`src/rtl/uart_frame_assembler.sv`:
```
// Receive-side framer: assembles 7-bit-payload UART bytes into a 32-bit remote state word.
// Define UART_FRAME_CHECKSUM_EN to add a sixth XOR checksum byte to every frame.
module uart_frame_assembler #(
    parameter int BYTE_TIMEOUT = 4,
    parameter int LINK_TIMEOUT = 30,
    parameter int ERR_W        = 8
) (
    input  logic             clk,
    input  logic             rst,
    input  logic             timing_tick,
    input  logic [7:0]       rx_data,
    input  logic             rx_done_tick,
    output logic [31:0]      rx_buf,
    output logic             frame_valid,
    output logic             link_up,
    output logic [ERR_W-1:0] err_count
);

    // Input handshake: rx_data is valid only in the cycle rx_done_tick is high; there is
    // no ready/backpressure, so every strobed byte is consumed in the cycle it arrives.

`ifdef UART_FRAME_CHECKSUM_EN
    localparam logic [2:0] LAST_IDX = 3'd5;
`else
    localparam logic [2:0] LAST_IDX = 3'd4;
`endif
    localparam int BT_W = $clog2(BYTE_TIMEOUT + 1);
    localparam int LT_W = $clog2(LINK_TIMEOUT + 1);
    localparam logic [BT_W-1:0] BT_LAST = BT_W'(BYTE_TIMEOUT - 1);
    localparam logic [LT_W-1:0] LT_MAX  = LT_W'(LINK_TIMEOUT);

    typedef enum logic [1:0] {HUNT, COLLECT, COMMIT} state_t;

    state_t          state;
    logic [2:0]      idx;
    logic [31:0]     shadow;
    logic [31:0]     shadow_next;
    logic [BT_W-1:0] byte_timer;
    logic [LT_W-1:0] link_timer;
    logic            csum_ok;
    logic            commit_now;

`ifdef UART_FRAME_CHECKSUM_EN
    logic [6:0] csum;
    assign csum_ok = (rx_data[6:0] == csum);
`else
    assign csum_ok = 1'b1;
`endif

    function automatic logic [ERR_W-1:0] sat_inc(input logic [ERR_W-1:0] v);
        return (v == {ERR_W{1'b1}}) ? v : v + 1'b1;
    endfunction

    // Shadow word with the current byte merged in at its slot.
    always_comb begin
        shadow_next = shadow;
        case (idx)
            3'd1:    shadow_next[27:21] = rx_data[6:0];
            3'd2:    shadow_next[20:14] = rx_data[6:0];
            3'd3:    shadow_next[13:7]  = rx_data[6:0];
            3'd4:    shadow_next[6:0]   = rx_data[6:0];
            default: shadow_next = shadow;
        endcase
    end

    assign commit_now = (state == COLLECT) && rx_done_tick && !rx_data[7] &&
                        (idx == LAST_IDX) && csum_ok;

    always_ff @(posedge clk) begin
        if (rst) begin
            state       <= HUNT;
            idx         <= 3'd0;
            shadow      <= 32'd0;
            rx_buf      <= 32'd0;
            frame_valid <= 1'b0;
            link_up     <= 1'b0;
            err_count   <= '0;
            byte_timer  <= '0;
            link_timer  <= '0;
`ifdef UART_FRAME_CHECKSUM_EN
            csum        <= 7'd0;
`endif
        end else begin
            frame_valid <= 1'b0;

            // A commit beats a coincident tick: timer cleared, link stays up.
            if (commit_now) begin
                link_timer <= '0;
                link_up    <= 1'b1;
            end else if (timing_tick && link_timer != LT_MAX) begin
                link_timer <= link_timer + 1'b1;
                if (link_timer == LT_MAX - 1'b1)
                    link_up <= 1'b0;
            end

            case (state)
                // COMMIT lasts one cycle and treats a byte exactly like HUNT does.
                HUNT, COMMIT: begin
                    state <= HUNT;
                    if (rx_done_tick) begin
                        if (rx_data[7]) begin
                            shadow     <= {rx_data[3:0], 28'd0};
                            idx        <= 3'd1;
                            byte_timer <= '0;
                            state      <= COLLECT;
`ifdef UART_FRAME_CHECKSUM_EN
                            csum       <= rx_data[6:0];
`endif
                        end else begin
                            err_count <= sat_inc(err_count);
                        end
                    end
                end
                COLLECT: begin
                    if (rx_done_tick) begin
                        byte_timer <= '0;
                        if (rx_data[7]) begin
                            err_count <= sat_inc(err_count);
                            shadow    <= {rx_data[3:0], 28'd0};
                            idx       <= 3'd1;
`ifdef UART_FRAME_CHECKSUM_EN
                            csum      <= rx_data[6:0];
`endif
                        end else if (idx == LAST_IDX) begin
                            if (csum_ok) begin
                                rx_buf      <= shadow_next;
                                frame_valid <= 1'b1;
                                state       <= COMMIT;
                            end else begin
                                err_count <= sat_inc(err_count);
                                state     <= HUNT;
                            end
                        end else begin
                            shadow <= shadow_next;
                            idx    <= idx + 3'd1;
`ifdef UART_FRAME_CHECKSUM_EN
                            csum   <= csum ^ rx_data[6:0];
`endif
                        end
                    end else if (timing_tick) begin
                        if (byte_timer == BT_LAST) begin
                            byte_timer <= '0;
                            err_count  <= sat_inc(err_count);
                            state      <= HUNT;
                        end else begin
                            byte_timer <= byte_timer + 1'b1;
                        end
                    end
                end
                default: state <= HUNT;
            endcase
        end
    end

endmodule
```
`config.mk`:
```
export PLATFORM = sky130hd
export DESIGN_NAME = uart_frame_assembler
export DESIGN_NICKNAME = d
export VERILOG_FILES = /design/src/rtl/uart_frame_assembler.sv
export SDC_FILE = /design/constraint.sdc
export NUM_CORES = 1
export LEC_CHECK = 0
export ABC_AREA = 0
export CORE_UTILIZATION = 56
export DETAILED_ROUTE_END_ITERATION = 7
export PLACE_DENSITY = 0.87
export SLEW_MARGIN = 20
export SYNTH_ARGS = -nofsm -noshare
export SYNTH_HDL_FRONTEND = slang
export SYNTH_SLANG_ARGS = --single-unit
```
`constraint.sdc`:
```
create_clock -name clk -period 4.5 [get_ports clk]
set_clock_uncertainty 0.1 [all_clocks]
set_input_delay 1.35 -clock clk [delete_from_list [all_inputs] [get_ports clk]]
set_output_delay 1.35 -clock clk [all_outputs]
set_load 0.1 [all_outputs]
```
==> summary.txt <==
Run status
  • Status: finished, final reports clean

Yosys
  • Syn Nets: 389
  • Register bit total from synthesis: 80
  • Largest family of logic cells by synthesized area: simple AND/OR/NAND/NOR gates
  • Sequential area share after synthesis: 49.38%
  • Post-synthesis simple-gate area fraction: 20.99%
  • Synth warn: 0
  • Synthesized area per cell: 8.837 um^2
  • Synth Area in Compound Gates: 17.44%
  • Unique masters post-synth: 41
  • Mux cell area share after synthesis: 3.202%
  • XOR/XNOR share of the synthesized area: 1.080%
  • Cells after synthesis: 367
  • Synth Cell Area: 3243 um^2
  • Post-Synth Adder-Cell Area: 3.858%

Route
  • Vias post-DR: 2778
  • Final wirelength: 7234 um
  • Avg WL per Cell: 14.76 um
  • Met2 WL: 3455 um
  • Met3 WL: 416 um
  • DR iter-0 viols: 144
  • Highest Signal Layer: met4
  • Vias/cell: 5.669
  • ANT nets after route: 0
  • DR pass1 iterations: 4
  • DRC viols: 0
  • Met1 wire length: 3217 um

Timing
  • Crit share post-route: 76.23%
  • Final slew viol count: 0
  • RSZ-0062 raised after global routing: false
  • Worst slew margin: 34.31%
  • Final Hold Fails: 0
  • Worst hold slack: 0.3559 ns
  • Worst slew pin tran: 0.9823 ns
  • Setup violators final: 0
  • Period minus WS final: 3.430 ns
  • Max Freq: 291.5 MHz
  • Setup_tns: 0 ns

Clocking
  • Root Buffer: clkbuf_8
  • # hold bufs at CTS: 0
  • Clock buffer count from CTS: 9
  • Postcts setup bufs: 0
  • Clock slew at reported path FFs: 0.08 ns
  • Clk_lat worst skew: 0.35 ns
  • CTS tree: yes
  • CTS Sinks: 80
  • Clock buffer depth: 2
  • CTS resizes: 0
  • Htree depth: 3

Worst hold path
  • Hold Crit Class: flop to flop
  • Cells on Worst Hold Path: 2
  • Hold_sp: rx_buf[16]
  • Worst hold endpoint: rx_buf[16]

Global route
  • Vias in the first global route: 2542
  • Largest net degree at the start of global routing: 37
  • GRT Util Overall: 25.44%
  • First-pass GRT wire length: 12040 um
  • Gr ovfl total: 0
  • Antenna violations before repair: 0

Critical path
  • Largest delay contributor family on the critical path: buffers and inverters
  • Slowest CP cell: clkdlybuf4s50_1
  • Worst-case reg-to-reg path depth: 7
  • Crit Reg-Reg Endpoint: shadow[25]
  • Type of the worst setup path: flop to output port
  • CP max stage delay: 1.18 ns
  • Critical path required time: 3.05 ns
  • Reg-to-Reg Start: idx[0]
  • CP Launch Type: flop
  • R2r setup slk: 2.05 ns
  • Worst EP arrival: 1.98 ns
  • Crit. End Element: output port
  • Crit path max fanout: 7
  • Worst Setup SP: err_count[2]
  • Stages on the worst setup path: 1
  • Worst path cell trace: clkdlybuf4s50_1
  • Crit path buf inv count: 1

Final layout
  • Non-Filler Instances: 490
  • Nets@finish: 435
  • Area grow syn2layout: 22.34%
  • Diode count: 0
  • Final core occ: 71.61%
  • Cell area after layout: 3968 um^2
  • Ratio of cells with drive above 1 in the final layout: 6.699%

Placement
  • DP HPWL: 4874 um
  • RD Place Congestion: 0.8003
  • Dpl cells: 474
  • Area post-placement: 3804 um^2
  • # port buffers: 53

Flow run
  • Max_cap viols: 0

Power and ir drop
  • Peak supply drop: 0.2307 mV
  • Lkg Pwr: 0.001362 uW
  • Cell Pwr Density: 324.9 nW/um^2

Floorplanning
  • Core Region: 5540 um^2
  • Die area: 6100 um^2
  • Die Height: 78.10 um
  • # IOs: 54
  • Initial Utilization: 58.54%
  • Die Width: 78.10 um
  • Row cnt: 27
==> layout by cell type, fill, tap and decap left out, drive strengths merged <==
master / n
clkinv: 5
o31ai: 1
nor2: 25
a22o: 21
a211oi: 8
nand2b: 3
nand4: 18
ha: 10
dfxtp: 80
nand2: 55
clkbuf: 10
clkdlybuf4s50: 52
nand3: 11
xor2: 3
nor3: 10
or4b: 1
a211o: 1
mux2i: 10
o22a: 1
xnor2: 1
nor3b: 1
buf: 6
clkinvlp: 1
or2: 1
a21boi: 2
or3: 5
and2: 1
a22oi: 1
o21ai: 8
nor2b: 9
a21oi: 44
and3: 1
a31oi: 1
nor4: 1
inv: 9
and4: 1
==> worst max-delay path by stage <==
stage,endpoint,slack [ns]
after global routing,err_count[4],0.98
after detailed placement,err_count[4],0.85
after global placement,err_count[4],0.87
final,err_count[2],1.07
after CTS,err_count[2],1.07
after floorplan,err_count[7],1.74
==> layer usage <==
metal	vias up	global-route usage (%)
met5	-	0
met3	12	5.000
met4	0	11.67
met2	69	41.05
li1	1385	-
met1	1312	32.84
==> state kept, by name (all words and copies together), names as in the netlist <==
register     flops
link_up          1
err_count        8
shadow          25
link_timer       5
idx              3
rx_buf          32
state            2
byte_timer       3
frame_valid      1
==> metrics by stage <==
step | power (uW) | worst slack [ns]
global placement | 853.1 | 0.8730
CTS | 1296 | 1.067
detailed placement | 857.0 | 0.8469
finish | 1289 | 1.070
floorplan | 823.7 | 1.738
global route | 1341 | 0.9783
==> cell usage after synthesis, drive strengths merged <==
master	n	area [um^2]
a21oi	44	224.0
o22a	1	8.760
or3	5	31.28
or4b	1	10.01
o31ai	1	7.510
a211oi	8	60.06
clkbuf	16	60.06
inv	9	33.78
a211o	1	8.760
a21boi	2	15.02
or2	1	6.260
nand2b	3	21.27
xnor2	1	8.760
xor2	3	26.28
nor4	1	6.260
dfxtp	80	1602
and2	1	6.260
nor2b	9	56.30
buf	7	37.53
a22o	21	183.9
a22oi	1	7.510
nor2	25	96.35
nor3b	1	7.510
nor3	10	50.05
nand4	18	112.6
ha	10	125.1
o21ai	8	43.79
nand3	11	55.05
mux2i	10	103.9
and4	1	8.760
and3	1	6.260
a31oi	1	6.260
nand2	55	206.5
==> power by group <==
group / internal [uW] / leakage [uW] / switching, uW / total, uW
Sequential: 717 / 0.000646 / 12.5 / 729
Combinational: 34.8 / 0.000631 / 79.1 / 114
Clock: 197 / 0.0000858 / 249 / 446
Total: 949 / 0.00136 / 340 / 1290
==> cells by family after synthesis <==
logic type | count (synthesis)
AO/OA/AOI/OAI | 88
XOR/XNOR | 4
adder cells (fa/ha/maj) | 10
buffers and inverters | 32
flip-flops | 80
multiplexers | 10
AND/OR/NAND/NOR | 143
==> cell type report <==
type                       instances  area, um^2
sequential                        80        1602
fill                             449        1573
multi-input combinational        255        1515
timing repair buffer              58       563.0
clock buffer                      10       127.6
tap                               72       90.09
clock inverter                     6       36.28
inverter                           9       33.78
==> worst reg2reg max path, stage by stage (launching register included) <==
cell and delay [ns]:
dfxtp_1 0.35, inv_1 0.12, ha_1 0.55, a21boi_0 0.23, o21ai_2 0.37, a21oi_1 0.08
nor2_1 0.36, a22o_1 0.22
(Power assumes the default switching activity.)
